[src/rtl/halt_dump_ctrl.sv]
// halt_dump_ctrl
//   Watches the core for a halt-and-catch-fire (hcf) or a run-cycle timeout.
//   On either trigger it reads DUMP_WORDS consecutive words from memory,
//   starting at BASE_ADDR, and presents them one at a time on a
//   valid/ready dump port. When the dump is finished it reports done and
//   stays idle until reset.
//
// Ports
//   clk          system clock, rising edge
//   rst          asynchronous reset, active low
//   hcf          halt-and-catch-fire level from the core
//   mem_req      one-cycle read strobe; mem_addr is valid with it
//   mem_addr     read byte address
//   mem_rvalid   read data valid (1..N cycles after mem_req)
//   mem_rdata    read data
//   dout_valid   dump word available
//   dout_ready   consumer accepts the dump word
//   dout_addr    byte address of the dump word
//   dout_data    dump word
//   done         dump finished (sticky until reset)
//   timeout      dump was forced by the cycle limit (sticky until reset)
//   cycle_count  run cycles counted before the trigger
//
// state | meaning
// ------+-----------------------------------------------------------
// RUN   | core running; count cycles, wait for hcf or the cycle limit
// REQ   | mem_req strobe for the current address
// WAIT  | wait for mem_rvalid, capture the word
// OUT   | present the word until the consumer takes it
// DONE  | dump complete; idle until reset
module halt_dump_ctrl #(
    parameter int                ADDR_W     = 16,
    parameter int                DATA_W     = 32,
    parameter logic [ADDR_W-1:0] BASE_ADDR  = ADDR_W'(16'h8000),
    parameter int                DUMP_WORDS = 32,
    parameter int                TIMEOUT    = 1000000
) (
    input  logic              clk,
    input  logic              rst,
    input  logic              hcf,
    output logic              mem_req,
    output logic [ADDR_W-1:0] mem_addr,
    input  logic              mem_rvalid,
    input  logic [DATA_W-1:0] mem_rdata,
    output logic              dout_valid,
    input  logic              dout_ready,
    output logic [ADDR_W-1:0] dout_addr,
    output logic [DATA_W-1:0] dout_data,
    output logic              done,
    output logic              timeout,
    output logic [31:0]       cycle_count
);

    localparam int                IDX_W     = (DUMP_WORDS > 1) ? $clog2(DUMP_WORDS) : 1;
    localparam logic [IDX_W-1:0]  LAST_IDX  = IDX_W'(DUMP_WORDS - 1);
    localparam logic [ADDR_W-1:0] ADDR_STEP = ADDR_W'(DATA_W / 8);
    // Terminal count: the trigger fires on the cycle the counter reads TIMEOUT-1.
    localparam logic [31:0]       TC_COUNT  = 32'(TIMEOUT - 1);

    typedef enum logic [2:0] {
        RUN,
        REQ,
        WAIT,
        OUT,
        DONE
    } state_t;

    state_t           state;
    logic [IDX_W-1:0] idx;

    // mem_addr doubles as the current dump address register; it is only
    // meaningful to the memory while mem_req is high.
    always_ff @(posedge clk or negedge rst) begin
        if (!rst) begin
            state       <= RUN;
            idx         <= '0;
            cycle_count <= '0;
            mem_req     <= 1'b0;
            mem_addr    <= '0;
            dout_valid  <= 1'b0;
            dout_addr   <= '0;
            dout_data   <= '0;
            done        <= 1'b0;
            timeout     <= 1'b0;
        end else begin
            case (state)
                RUN: begin
                    // hcf has priority: a simultaneous limit hit is not a timeout.
                    if (hcf) begin
                        state    <= REQ;
                        mem_req  <= 1'b1;
                        mem_addr <= BASE_ADDR;
                        idx      <= '0;
                    end else if (cycle_count == TC_COUNT) begin
                        state    <= REQ;
                        mem_req  <= 1'b1;
                        mem_addr <= BASE_ADDR;
                        idx      <= '0;
                        timeout  <= 1'b1;
                    end else if (cycle_count != 32'hFFFF_FFFF) begin
                        cycle_count <= cycle_count + 32'd1;
                    end
                end
                REQ: begin
                    mem_req <= 1'b0;
                    state   <= WAIT;
                end
                WAIT: begin
                    if (mem_rvalid) begin
                        dout_data  <= mem_rdata;
                        dout_addr  <= mem_addr;
                        dout_valid <= 1'b1;
                        state      <= OUT;
                    end
                end
                OUT: begin
                    if (dout_ready) begin
                        dout_valid <= 1'b0;
                        if (idx == LAST_IDX) begin
                            done  <= 1'b1;
                            state <= DONE;
                        end else begin
                            idx      <= idx + 1'b1;
                            mem_addr <= mem_addr + ADDR_STEP;
                            mem_req  <= 1'b1;
                            state    <= REQ;
                        end
                    end
                end
                DONE: begin
                    state <= DONE;
                end
                default: begin
                    state <= RUN;
                end
            endcase
        end
    end

endmodule

[config.mk]
export PLATFORM = sky130hd
export DESIGN_NAME = halt_dump_ctrl
export DESIGN_NICKNAME = d
export VERILOG_FILES = /design/src/rtl/halt_dump_ctrl.sv
export SDC_FILE = /design/constraint.sdc
export NUM_CORES = 1
export LEC_CHECK = 0
export CAP_MARGIN = 15
export CORE_MARGIN = 2
export CORE_UTILIZATION = 52
export CTS_CLUSTER_SIZE = 28
export DETAILED_ROUTE_END_ITERATION = 12
export HOLD_SLACK_MARGIN = 0.06
export PLACE_DENSITY_LB_ADDON = 0.2
export SYNTH_ARGS = -nofsm -noshare
export SYNTH_HDL_FRONTEND = slang
export SYNTH_SLANG_ARGS = --single-unit
[constraint.sdc]
create_clock -name clk -period 3.8 [get_ports clk]
set_clock_uncertainty 0.1 [all_clocks]
set_input_delay 0.76 -clock clk [delete_from_list [all_inputs] [get_ports clk]]
set_output_delay 0.76 -clock clk [all_outputs]
set_load 0.05 [all_outputs]
==> metrics, run 1 <==
cell area after layout=0.00638 mm2; layout net count=570; r2r startpoint=idx[0]$_DFFE_PN0P_; final critical-path required period=2690 ps; CP Buf/Inv Count=0; Placed Instances=629; Max-Cap Viols=0; Chip Height=100 um; non-filler cells, final=645; Reg area=0.00260 mm2; CP arrival=2870 ps; met2 GRT Util=0.339; worst hold path class=reg2reg; Max Clk Rate=372 MHz; synthesized cell area=0.00480 mm2; Inserted Clock Buffers=9; # rows=35; met1 Use GR=0.298; # Post-CTS Setup Buffers=0; slew margin rel.=0.325; Hold Path Depth=1; clk_lat worst skew=370 ps; initial antenna violation count=0; dominant cells by area after synthesis=dfrtp_1, mux2_2, xnor2_1; Filler cells=705; Area Overhead vs Synth=33.0%; critical path, cell by cell=ha_1 -> and3_1 -> ha_1 -> and4b_1 -> nand3_1 -> nor3_1 -> a21oi_1 -> a31oi_1; peak supply drop=0.568 mV; Via Count=3625; most numerous cell in the Yosys netlist=dfrtp_1; flop2flop setup slack=1110 ps; number of gates resized after cts=0; final hold vios=0; Pins Over Slew Limit=0; Hold Path End=done$_DFFE_PN0P_; wire length per cell=16.3 um; drt pass-1 iters=4; port bufs=132; busiest grt layer=met2; Core ar.=0.00911 mm2; largest net degree at the start of global routing=85; CTS tree=built; multi-input gate area in the final layout=0.00206 mm2; layout cells sized above 1=0.161; drt first-iter violations=90; Least-Margin Pin Slew=1010 ps; hold_buf cts=0; Post-synth EDFFs=0; Hold Crit Start=done$_DFFE_PN0P_; Critical Path Sink Type=flip-flop; cell taking the most area after synthesis=dfrtp_1; Post-DRT Antenna Nets=0; final WL=10500 um; GRT overflow=0; CP delay by family, top=simple AND/OR/NAND/NOR gates; Clock Sinks=104; R2R depth=8; die width=100 um; I/O pin cnt=137; main flop type after synthesis=dfrtp_1; reg2reg end=mem_addr[14]$_DFFE_PN0P_; Total GRT Usage=0.214; CTS Buffer Depth=2; sequential fraction of the synthesis area=0.543; clock root buffer=clkbuf_8; post-synthesis async set-or-reset flop share=1.00; Ant. Diodes=0; DP HPWL=7590 um; Worst-path clk slew=100 ps; WS Path Type=reg2reg; Yosys cell types=54; first-pass GRT wire length=17400 um; vias in the first global route=3652; startpoint types=flip-flop; Post-synth top cells=dfrtp_1, mux2_2, nand3_1, xnor2_1; initial cell density of the core=0.527; Cell Pwr Density=743 mW/mm2; via/cell ratio=5.62; Final Wtd Congestion=0.801; cells after synthesis=397; Static Leak=2.70 nW; Slowest-stage cell, CP=nor3_1; Crit path top cell by count=ha_1; Area after DPL=0.00620 mm2; Final setup viols=0; Yosys reg bits=104; Yosys Warn Count=0; Total Neg Setup Slack=0 ps; Die Area=0.0100 mm2; top-area cell type share of the netlist area=0.543; crit path max fanout=12; status=completed; critical path required time=3980 ps; Tcrit/Tclk final=0.708; met3 usage=0.0376; RSZ-0062 raised after global routing=no; H-tree Lvls=3; Avg Inst Size Synth=12.1 um2; Critical Path Max Stage Delay=440 ps; Remaining DRCs=0
## routing by layer
layer,vias up,routed length [um]
li1,1715,-
met1,1780,4910
met2,120,4920
met3,10,579
met4,0,119
met5,-,0
## layout by cell type (no fill, tap or decap), types with 3 or more instances in the layout
cell type,count
inv_6,3
xor2_1,6
nor4_1,8
clkbuf_8,9
xnor2_1,24
nand4_1,15
conb_1,4
a21oi_1,4
clkinvlp_4,3
mux2i_1,6
mux2_2,47
a31oi_1,6
or2_2,3
nor3_1,15
ha_1,4
nor3b_1,5
dfrtp_1,104
buf_4,4
nor2_1,10
nand3_1,24
inv_1,10
o21ai_0,7
and4_1,8
and3_1,13
nand2_1,15
and2_1,5
a211o_1,4
clkdlybuf4s50_1,131
a21o_1,3
## area by class of cell
class                      count  area share
inverter                      10     0.00588
sequential                   104       0.408
clock inverter                 7     0.00843
multi-input combinational    268       0.323
clock buffer                   9      0.0194
timing repair buffer         136       0.213
tap                          111      0.0218
## sequential cells by signal, indices dropped and copies added, names as in the netlist
name         flops
cycle_count     32
done             1
dout_addr       14
dout_data       32
dout_valid       1
idx              5
mem_addr        14
mem_req          1
state            3
timeout          1
## report_power, final
part | switching [mW] | leakage (nW) | internal, mW
logic | 1.52 | 1.31 | 0.899
registers | 0.257 | 1.31 | 1.43
clock network | 0.387 | 0.0827 | 0.244
total | 2.17 | 2.70 | 2.57
## kinds of logic (layout without fill, tap and decap cells)
kind of cell / Yosys count / count (layout) / synth area share
muxes: 53 / 53 / 0.123
and+or+nand+nor: 138 / 138 / 0.176
AOI/OAI and AO/OA: 39 / 39 / 0.0624
DFF: 104 / 104 / 0.543
buffers and inverters: 28 / 162 / 0.0300
other: 1 / 4 / 0.000782
xor gates and xnor gates: 30 / 30 / 0.0548
adders and majority gates: 4 / 4 / 0.0104
## worst max path at each step
stage               depth (start not counted)                        from                     endpoint  slack [ps]
finish                                      8          idx[0]$_DFFE_PN0P_     mem_addr[14]$_DFFE_PN0P_        1110
global route                                8          idx[0]$_DFFE_PN0P_     mem_addr[12]$_DFFE_PN0P_         910
detailed placement                          6                  dout_ready     mem_addr[14]$_DFFE_PN0P_         910
floorplan                                   8  cycle_count[0]$_DFFE_PN0P_           idx[1]$_DFFE_PN0P_        1250
CTS                                         8          idx[0]$_DFFE_PN0P_     mem_addr[14]$_DFFE_PN0P_        1120
global placement                            6                         hcf  cycle_count[27]$_DFFE_PN0P_         970
## stage by stage
stage	hold slack [ps]	worst slack [ps]	power, mW	util
floorplan	364	1250	3.34	-
global placement	355	966	4.09	0.681
detailed placement	358	910	4.15	0.681
CTS	384	1120	4.78	0.700
global route	414	915	5.00	0.700
finish	379	1110	4.74	0.700
## worst register-to-register path, cell delays in order (launching register included)
cell     delay [ps]
dfrtp_1         420
ha_1            240
and3_1          200
ha_1            240
and4b_1         310
nand3_1         370
nor3_1          440
a21oi_1         130
a31oi_1         160
Note: power is estimated with default switching activity, not from simulation.
==> inputs of run 2 (changes only) <==
Settings changed: CORE_UTILIZATION 52 to 43.
Clock period 3.8 ns to 2.2 ns, I/O delays scaled along.
==> run 2 against run 1 <==
Compared with the run above:
- setup slack got worse by 1100 ps
- register-to-register slack got worse by 1100 ps
- global-route usage decreased by 1.7 points
- final cell count increased by 14%
- fmax increased by 23%
- first-iteration DRC count increased by 56%
- highest routed layer unchanged
==> metrics, run 2 (synthesis results as in run 1) <==
Critical Path Max Stage Delay=400 ps (-40 ps); clock root buffer=clkbuf_8; GRT overflow=0 (unchanged); H-tree Lvls=3 (unchanged); Clock Sinks=104 (unchanged); startpoint types=flip-flop; Inserted Clock Buffers=9 (unchanged); initial antenna violation count=0 (unchanged); I/O pin cnt=137 (unchanged); Via Count=3906 (+7.8%); # rows=38 (+8.6%); WHS=382 ps (+3.60 ps); peak supply drop=0.886 mV (+56%); Area after DPL=0.00670 mm2 (+8.0%); Pins Over Slew Limit=0 (unchanged); WS Path Type=reg2reg; layout net count=633 (+11%); Least-Margin Pin Slew=539 ps (-474 ps); clk_lat worst skew=360 ps (about the same); Final setup viols=0 (unchanged); Remaining DRCs=0 (unchanged); Ant. Diodes=0 (unchanged); drt first-iter violations=140 (+56%); critical path, cell by cell=ha_2 -> and3_4 -> ha_4 -> and4b_2 -> nor2_2 -> buf_6 -> a211oi_4 -> buf_6 -> mux2i_1; Die Area=0.0120 mm2 (+20%); first-pass GRT wire length=18400 um (+6.1%); critical path required time=2380 ps (-1600 ps); Area Overhead vs Synth=47.4%; Slowest-stage cell, CP=dfrtp_1; Crit path top cell by count=buf_6; final critical-path required period=2180 ps (-509 ps); CP Buf/Inv Count=2 (+2); die width=110 um (+9.6%); vias in the first global route=3828 (+4.8%); most common cell after layout, fill and taps aside=clkdlybuf4s50_1; wire length per cell=16.3 um (about the same); Worst-path clk slew=90 ps (about the same); Tcrit/Tclk final=0.991 (+0.283); Total GRT Usage=0.197 (-0.0170); Post-DRT Antenna Nets=0 (unchanged); Chip Height=110 um (+9.6%); pre-CTS setup slack=-334 ps (-1240 ps); Filler cells=878 (+25%); RSZ-0062 raised after global routing=yes; Final Wtd Congestion=0.823 (+2.7%); Max Clk Rate=458 MHz (+23%); DP HPWL=8590 um (+13%); slew margin rel.=0.640 (+0.315); CP delay by family, top=simple AND/OR/NAND/NOR gates; crit path max fanout=6 (-6); CTS Buffer Depth=2 (unchanged); CP arrival=2360 ps (-510 ps); port bufs=132 (unchanged); Cell Pwr Density=1220 mW/mm2 (+65%); most frequent cells in the layout=clkdlybuf4s50_1, dfrtp_1, buf_4, mux2_2, dfrtp_2; final worst slack=18.9 ps (-1090 ps); largest net degree at the start of global routing=52 (-39%); via/cell ratio=5.30 (-5.7%); initial cell density of the core=0.442 (-0.0841); registers with the most flip-flops=cycle_count: 32 flops, dout_data: 32 flops; cell area after layout=0.00707 mm2 (+11%); final WL=12000 um (+14%); Static Leak=3.17 nW (+18%); final hold vios=0 (unchanged); Max-Cap Viols=0 (unchanged); worst hold path class=reg2reg; CTS tree=built; status=completed; Core ar.=0.0108 mm2 (+19%); layout cells sized above 1=0.337 (+0.176); drt pass-1 iters=4 (unchanged); Critical Path Sink Type=flip-flop
run 2: final cells by class:
cell class / instances / area, um2 / area share
sequential: 104 / 2640 / 0.374
multi-input combinational: 268 / 2190 / 0.310
timing repair buffer: 199 / 1830 / 0.260
tap: 140 / 175 / 0.0248
clock buffer: 12 / 145 / 0.0205
clock inverter: 4 / 45.0 / 0.00637
inverter: 10 / 37.5 / 0.00531
run 2: power by group:
group          internal (mW)  leakage [nW]  switching [mW]
combinational           1.76          1.81            2.83
sequential              2.48          1.26           0.392
clock                  0.554         0.100           0.633
run 2: metal layers:
metal	vias up	part of all wire	track usage
met2	142	0.48	0.321
met3	19	0.065	0.0320
li1	1830	-	-
met5	-	0	0
met1	1915	0.44	0.266
met4	0	0.020	0.0723
run 2: path summary, 6_finish.rpt:
kind / start / end / slack, ps / cells after the start
min reg2reg: done$_DFFE_PN0P_ / done$_DFFE_PN0P_ / 380 / 1
max in group asynchronous: rst / cycle_count[23]$_DFFE_PN0P_ / 880 / 3
max reg2reg: idx[0]$_DFFE_PN0P_ / idx[1]$_DFFE_PN0P_ / 20 / 9
min in group asynchronous: rst / dout_addr[8]$_DFFE_PN0P_ / 460 / 2
min: done$_DFFE_PN0P_ / done$_DFFE_PN0P_ / 380 / 1
max: idx[0]$_DFFE_PN0P_ / idx[1]$_DFFE_PN0P_ / 20 / 9
run 2: per-stage QoR:
stage               setup TNS [ps]  cells   util  power (mW)
floorplan                     -475    400      -        5.79
global placement             -2120    712  0.618        7.31
detailed placement           -2780    712  0.618        7.41
CTS                          -49.9    730  0.639        8.61
global route                  -501    737  0.652        9.06
finish                           0    737  0.652        8.65
run 2: timing repair:
item | CTS | global route
pin swaps | 4 | 10
resized for setup | 31 | 20
hold buffers | 1 | 0
endpoints found under the setup margin | 34 | 18
setup buffers | 1 | 7
hold endpoints to repair | 33 | 0
